===== src/rtl/npc_pkg.sv =====
// npc_pkg: shared npcOP codes, CP0 register numbers, ExcCodes and FSM states
package npc_pkg;
   typedef enum logic [2:0] {
      NPC_SEQ = 3'b000,
      NPC_BR  = 3'b001,
      NPC_J   = 3'b010,
      NPC_JR  = 3'b011,
      NPC_VEC = 3'b100,
      NPC_EPC = 3'b101
   } npc_op_e;

   localparam logic [4:0] CP0_SR    = 5'd12;
   localparam logic [4:0] CP0_CAUSE = 5'd13;
   localparam logic [4:0] CP0_EPC   = 5'd14;
   localparam logic [4:0] CP0_PRID  = 5'd15;

   localparam logic [4:0] EXC_INT = 5'd0;
   localparam logic [4:0] EXC_RI  = 5'd10;
   localparam logic [4:0] EXC_OV  = 5'd12;

   typedef enum logic {S_RUN, S_VECTOR} state_e;
endpackage


===== src/rtl/npc_seq_cp0_regs.sv =====
// cp0_regs: SR/Cause/EPC storage, mfc0 read mux and trap-over-mtc0 write priority
module cp0_regs
   import npc_pkg::*;
#(
   parameter logic [31:0] PRID = 32'h0000_0C50
) (
   input  logic        clk,
   input  logic        rst_n,
   input  logic [5:0]  hw_int_i,
   input  logic        trap_i,
   input  logic [29:0] trap_epc_i,
   input  logic [4:0]  trap_code_i,
   input  logic        eret_i,
   input  logic        cp0_we_i,
   input  logic [4:0]  cp0_addr_i,
   input  logic [31:0] cp0_wd_i,
   output logic [31:0] cp0_rd_o,
   output logic [31:0] epc_o,
   output logic        int_pend_o
);
   logic [5:0]  im_q, im_d, ip_q;
   logic        ie_q, ie_d, exl_q, exl_d;
   logic [4:0]  code_q, code_d;
   logic [29:0] epc_q, epc_d;

   // Later assignments win: trap over eret over mtc0 for EXL/EPC/ExcCode.
   always_comb begin
      im_d   = im_q;
      ie_d   = ie_q;
      exl_d  = exl_q;
      epc_d  = epc_q;
      code_d = code_q;
      if (cp0_we_i && cp0_addr_i == CP0_SR) begin
         im_d  = cp0_wd_i[15:10];
         ie_d  = cp0_wd_i[0];
         exl_d = cp0_wd_i[1];
      end
      if (cp0_we_i && cp0_addr_i == CP0_EPC) epc_d = cp0_wd_i[31:2];
      if (eret_i) exl_d = 1'b0;
      if (trap_i) begin
         exl_d  = 1'b1;
         epc_d  = trap_epc_i;
         code_d = trap_code_i;
      end
   end

   always_ff @(posedge clk) begin
      if (!rst_n) begin
         im_q   <= '0;
         ie_q   <= 1'b0;
         exl_q  <= 1'b0;
         ip_q   <= '0;
         code_q <= '0;
         epc_q  <= '0;
      end else begin
         im_q   <= im_d;
         ie_q   <= ie_d;
         exl_q  <= exl_d;
         ip_q   <= hw_int_i;
         code_q <= code_d;
         epc_q  <= epc_d;
      end
   end

   assign epc_o      = {epc_q, 2'b00};
   assign int_pend_o = |(ip_q & im_q) & ie_q & ~exl_q;
   assign cp0_rd_o   = cp0_addr_i == CP0_SR    ? {16'b0, im_q, 8'b0, exl_q, ie_q} :
                       cp0_addr_i == CP0_CAUSE ? {16'b0, ip_q, 3'b0, code_q, 2'b00} :
                       cp0_addr_i == CP0_EPC   ? epc_o :
                       cp0_addr_i == CP0_PRID  ? PRID : 32'b0;
endmodule


===== src/rtl/npc_seq.sv =====
// npc_seq: next-PC select, PC write enable and exception/interrupt trap sequencing
module npc_seq
   import npc_pkg::*;
#(
   parameter logic [31:0] PRID = 32'h0000_0C50
) (
   input  logic        clk,
   input  logic        rst_n,
   input  logic        instr_done_i,
   input  logic        br_taken_i,
   input  logic        jmp_i,
   input  logic        jr_i,
   input  logic        eret_i,
   input  logic        exc_req_i,
   input  logic [4:0]  exc_code_i,
   input  logic [5:0]  hw_int_i,
   input  logic [29:0] pc_i,
   input  logic        cp0_we_i,
   input  logic [4:0]  cp0_addr_i,
   input  logic [31:0] cp0_wd_i,
   output logic [31:0] cp0_rd_o,
   output logic [2:0]  npc_op_o,
   output logic        pc_write_o,
   output logic [31:0] epc_o,
   output logic        exc_taken_o
);
   state_e state_q;
   logic   run_done, ctl, exc_trap, int_trap, trap, commit, int_pend;

   assign run_done = state_q == S_RUN && instr_done_i;
   assign ctl      = br_taken_i | jmp_i | jr_i | eret_i;
   assign exc_trap = run_done & exc_req_i;
   // Interrupts never break a control transfer; they wait for the next boundary.
   assign int_trap = run_done & ~exc_req_i & int_pend & ~ctl;
   assign trap     = exc_trap | int_trap;
   assign commit   = run_done & ~trap;

   assign exc_taken_o = exc_trap;
   assign pc_write_o  = state_q == S_VECTOR || commit;
   assign npc_op_o    = state_q == S_VECTOR ? NPC_VEC :
                        !commit             ? NPC_SEQ :
                        eret_i              ? NPC_EPC :
                        br_taken_i          ? NPC_BR  :
                        jmp_i               ? NPC_J   :
                        jr_i                ? NPC_JR  : NPC_SEQ;

   always_ff @(posedge clk) begin
      if (!rst_n) state_q <= S_RUN;
      else        state_q <= trap ? S_VECTOR : S_RUN;
   end

   cp0_regs #(.PRID(PRID)) u_cp0 (
      .clk         (clk),
      .rst_n       (rst_n),
      .hw_int_i    (hw_int_i),
      .trap_i      (trap),
      .trap_epc_i  (exc_req_i ? pc_i : pc_i + 30'd1),
      .trap_code_i (exc_req_i ? exc_code_i : EXC_INT),
      .eret_i      (commit & eret_i),
      .cp0_we_i    (cp0_we_i),
      .cp0_addr_i  (cp0_addr_i),
      .cp0_wd_i    (cp0_wd_i),
      .cp0_rd_o    (cp0_rd_o),
      .epc_o       (epc_o),
      .int_pend_o  (int_pend)
   );
endmodule


===== config.mk =====
export PLATFORM = sky130hd
export DESIGN_NAME = npc_seq
export DESIGN_NICKNAME = d
export VERILOG_FILES = /design/src/rtl/npc_pkg.sv /design/src/rtl/npc_seq_cp0_regs.sv /design/src/rtl/npc_seq.sv
export SDC_FILE = /design/constraint.sdc
export NUM_CORES = 1
export LEC_CHECK = 0
export BUFFER_PORTS_ARGS = -buffer_cell sky130_fd_sc_hd__buf_2
export CAP_MARGIN = 20
export CORE_MARGIN = 5
export CORE_UTILIZATION = 47
export DETAILED_ROUTE_END_ITERATION = 16
export GPL_ROUTABILITY_DRIVEN = 0
export PLACE_DENSITY_LB_ADDON = 0.2
export SLEW_MARGIN = 20
export SYNTH_ARGS = -nofsm -noshare
export SYNTH_HDL_FRONTEND = slang
export SYNTH_SLANG_ARGS = --single-unit

===== constraint.sdc =====
create_clock -name clk -period 2.14 [get_ports clk]
set_input_delay 0.107 -clock clk [delete_from_list [all_inputs] [get_ports clk]]
set_output_delay 0.107 -clock clk [all_outputs]
set_load 0.01 [all_outputs]

Word-level counts from Yosys, hierarchy flattened. Index checks and enable logic that the tools add are counted.

Add/subtract/negate cells: 1. Equality and inequality tests: 4. Mux-type cells: 18. Bitwise operators: 18. Reductions and logical operators: 7.

Operators by type and width (number): 32-bit 2-to-1 mux (3); 30-bit 2-to-1 mux (3); 30-bit by 1-bit adder with 30-bit output (second input constant) (1); 5-bit by 4-bit == test with 1-bit output (second input constant) (4); 12-bit 2-to-1 mux (1); 3-bit 2-to-1 mux (3); 1-bit AND (8); 6-bit AND (1); 2-bit 2-to-1 mux (3); 6-bit OR reduction (1); 5-bit 2-to-1 mux (1); 1-bit NOT (5); 1-bit 2-to-1 mux (4); 1-bit bitwise OR (4); 1-bit logical AND (3); 3-bit nonzero test (1); 2-bit nonzero test (1); 1-bit logical OR (1).

Register bits: 50. Bits of input ports: 87. Output and inout bits: 69. Logic and storage cells: 55.

Longest topological paths before layout.
Depth in word-level cells: 12. Depth in mapped cells: 8. Gate-level depth less buffers: 6.

By module. From an unflattened synthesis, not the netlist that was laid out.

Cells, all modules: 425. Area total of the unflattened synthesis: 3337.0 µm².

Modules (own cells, without submodules): cp0_regs (times used 1, cells an instance 319, area an instance 2544.9 µm², seq. area each 980.9 µm²); npc_seq (times used 1, cells an instance 106, area an instance 792.0 µm², seq. area each 20.0 µm²).

Worst setup path after synthesis. Ideal clock, no wire load.

Kind: reg-to-reg. Start point: register u_cp0.exl_q. End point: register u_cp0.epc_q[18]. Library setup time: 116 ps. Arrival: 1702 ps. Data required time: 2024 ps. Path slack: 322 ps. Cell stages (with the launch flop): 7. Buffers on the path: 2. Clock period less this slack: 1818 ps. Path through: dfxtp_1 -> or4b_1 -> a311oi_2 -> nor2_2 -> buf_6 -> buf_6 -> o211a_1.

Longest elaborated chain between the ends: 6. Elaborated cells between the ends (all ways): 7. Those cells by class: mux (1); bitwise (5); reduce/logical (1).

RTL lines: from (decl) (line npc_seq_cp0_regs.sv:22) `logic ie_q, ie_d, exl_q, exl_d;`; from (signal assigned) (line npc_seq_cp0_regs.sv:58) `exl_q <= exl_d;`; 1-bit NOT * (line npc_seq_cp0_regs.sv:66) `assign int_pend_o = |(ip_q & im_q) & ie_q & ~exl_q;`; 1-bit AND * (line npc_seq_cp0_regs.sv:66); 1-bit AND * (2 in a row) (line npc_seq.sv:34) `assign int_trap = run_done & ~exc_req_i & int_pend & ~ctl;`; 1-bit bitwise OR * (line npc_seq.sv:35) `assign trap = exc_trap | int_trap;`; 30-bit 2-to-1 mux / 2-bit nonzero test (equally long branches); to (signal assigned) (line npc_seq_cp0_regs.sv:61) `epc_q <= epc_d;`; to (decl) (line npc_seq_cp0_regs.sv:24) `logic [29:0] epc_q, epc_d;`.

Every way passes the cells marked *; elsewhere a longest branch is shown, timed or not. A chain may end at the register's enable or synchronous reset.

Worst setup path after layout.
Start point: register u_cp0.exl_q. End point: register u_cp0.epc_q[1].

The elaborated chain is that of the path after synthesis.

==> results by group <==
Run status
  – Status: finished clean

Worst setup path
  – CP max stage cell: or4b_4
  – CP cell instances: or4b_4 > a311oi_4 > nor2_4 > buf_12 > buf_12 > a211oi_2 > a311oi_1
  – CP top delay family: simple AND/OR/NAND/NOR gates
  – CP required: 2.32 ns
  – Critical path arrival: 2.26 ns
  – Crit path kind: reg -> reg
  – Critical Path End Type: register
  – Max FO, Critical Path: 47
  – Cell mode on critical path: buf_12
  – R2R Setup Slk: 0.06 ns
  – Critical path's largest stage delay: 0.54 ns
  – CP Launch Type: register
  – WP buf/inv: 2

CTS
  – CTS hold repair buffers: 0
  – Root Buffer: clkbuf_8
  – Clock buffer depth: 2
  – Latest clock arrival within the worst-skew pair: 0.31 ns
  – Clock sink count: 50
  – Clk pin slew, worst setup/hold paths: 0.10 ns
  – Num CTS Buffers: 5
  – H-Tree Depth: 2
  – CTS tree: yes

Synth
  – Post-synth top area share: 31.4%
  – Most frequent cell after synthesis: nand2_1
  – Fraction of registers with async set/reset: 0%
  – Post-synth EDFFs: 0
  – Syn Inst Count: 405
  – Count of cell types in the netlist: 56
  – Largest area contributor in the netlist: dfxtp_1
  – Most frequent cells after synthesis: 63 x nand2_1, 55 x nor2_1, 50 x dfxtp_1, 23 x and3_1, 19 x nand3_1
  – Post-synthesis register bit count: 50
  – Register area share after synthesis: 31.4%
  – Yosys warning count: 0
  – Avg Inst Size Synth: 7.87 um2
  – Syn Std Cell Area: 0.00319 mm2
  – Ranking of synthesized cells by area: dfxtp_1 31%, nand2_1 7.4%, nor2_1 6.5%
  – Main synth FF type: dfxtp_1

Timing
  – Setup-failing EPs final: 0
  – Clock skew: 0.0131 ns
  – Min Tclk post-route: 2.08 ns
  – Fin. max-slew vios: 0
  – Slew HR: 60.7%
  – Final Hold Fails: 0
  – Setup TNS: 0 ns
  – Final worst setup slack: 0.0569 ns
  – Worst slew pin tran: 0.586 ns
  – Fmax: 480 MHz
  – Period utilization: 97.3%

Floorplan
  – Die Span Y: 92.3 um
  – I/O pins: 156
  – Initial Util: 47.7%
  – Die area: 0.00852 mm2
  – Core Region: 0.00668 mm2
  – Row count: 30
  – Die Span X: 92.3 um

Global routing
  – First-pass GRT wire length: 16.9 mm
  – Global route overflow: 0
  – Number of global-route vias before repair: 3459
  – GRT Util Overall: 24.3%
  – Initial antenna violation count: 0
  – Largest net degree at the start of global routing: 48

Pwr
  – Leak: 2.14 nW
  – Sw frac: 28.8%
  – Psw: 0.624 mW
  – Proportion of power drawn by combinational gates: 21.5%
  – Maximum vdd drop: 0.253 mV
  – Sequential Power Share: 47.5%
  – Cell-internal power: 1.54 mW
  – PwrDens: 509 mW/mm2
  – Clock network fraction of total power: 31.0%

Detailed routing
  – DRT Wirelength: 10.7 mm
  – 1st-iter DRT viols: 207
  – Residual antenna-violating net count after detailed routing: 0
  – DR vias/cell: 5.73
  – # DRC: 0
  – Routed WL per cell: 16.9 um
  – Pre-antenna DRT Iters: 5
  – Vias: 3653

Worst hold path
  – Worst hold path type: in -> reg

Finish
  – Filler instances: 608
  – Nets@finish: 644
  – Ant. Diodes: 0
  – Final core utilization: 63.6%
  – Share of layout cells above drive strength 1: 37.0%
  – Synthesis-to-layout area growth: 33.5%
  – Register area: 0.00100 mm2
  – Footprint of the multi-input gates: 0.00207 mm2

Place
  – Port buffer count: 153
  – Hpwl dp: 8.40 mm
  – Setup WS pre-CTS: 0.0853 ns

Run
  – Number of max-cap violations: 0
-- repair_timing --
action                                  4_1_cts  5_1_grt
resized for setup                             3        8
pin swaps                                     2        3
endpoints found under the setup margin        2        9
buffers inserted                              3        1
cloned                                        0        0
-- worst paths after layout --
path,start,to,depth (start not counted)
worst max-delay path,u_cp0.exl_q,u_cp0.epc_q[1],7
worst min-delay path,hw_int_i[0],u_cp0.ip_q[0],2
worst max register to register,u_cp0.exl_q,u_cp0.epc_q[1],7
worst min register to register,u_cp0.epc_q[23],u_cp0.epc_q[23],2
-- layout make-up --
type                            instances  share of cell area, %
Multi-Input combinational cell        321                   48.8
Clock inverter                          3                   1.06
Sequential cell                        50                   23.6
Clock buffer                            5                   1.62
Tap cell                               80                   2.35
Inverter                                5                  0.441
Timing Repair Buffer                  173                   22.1
-- logic make-up (layout without fill, tap and decap cells) --
| group | Yosys count | after routing | synth area share [%] |
|---|---|---|---|
| AND/OR/NAND/NOR | 213 | 213 | 33.7 |
| AO/OA/AOI/OAI | 70 | 70 | 18.5 |
| flip-flops | 50 | 50 | 31.4 |
| buffers and inverters | 35 | 186 | 5.50 |
| XOR/XNOR | 19 | 19 | 5.22 |
| multiplexers | 16 | 16 | 5.11 |
| adder cells (fa/ha/maj) | 1 | 1 | 0.393 |
| other | 1 | 2 | 0.118 |
-- flip-flops by register name, indices dropped and copies added (netlist names) --
signal	cells
u_cp0.epc_q	30
u_cp0.im_q	6
u_cp0.ip_q	6
u_cp0.code_q	5
state_q	1
u_cp0.exl_q	1
u_cp0.ie_q	1
-- metal layers --
| metal | wire length (um) | up-vias | track usage, % | part of all wire, % |
|---|---|---|---|---|
| li1 | - | 1779 | - | - |
| met1 | 4550 | 1714 | 31.8 | 42 |
| met2 | 5220 | 142 | 40.6 | 49 |
| met3 | 769 | 18 | 4.47 | 7.2 |
| met4 | 202 | 0 | 7.43 | 1.9 |
| met5 | 0 | - | 0 | 0 |
-- power by group through the flow --
stage                     registers [mW]  logic, mW  clock network [mW]
after global routing                1.03      0.510               0.715
after floorplan                     1.05      0.216                   0
after global placement              1.05      0.441                   0
after detailed placement            1.05      0.449                   0
final                               1.03      0.465               0.670
after CTS                           1.03      0.458               0.677
-- cell usage in the layout, fill, tap and decap left out, drive strengths merged, types with 10 or more instances in the layout --
master / netlist / layout
a22oi: 11 / 11
a311oi: 18 / 18
and3: 23 / 23
buf: 11 / 173
dfxtp: 50 / 50
mux2i: 14 / 14
nand2: 63 / 63
nand3: 20 / 20
nor2: 56 / 56
xor2: 10 / 10
-- stage by stage --
stage                     power (mW)  area (um2)  hold WS, ns  cells
after global placement          1.49        4040        0.320    625
final                           2.16        4250       0.0136    637
after detailed placement        1.50        4040        0.320    625
after floorplan                 1.27        3190        0.229    406
after CTS                       2.16        4200       0.0123    636
after global routing            2.26        4250       0.0165    637
Power figures use the tool's default switching activity.
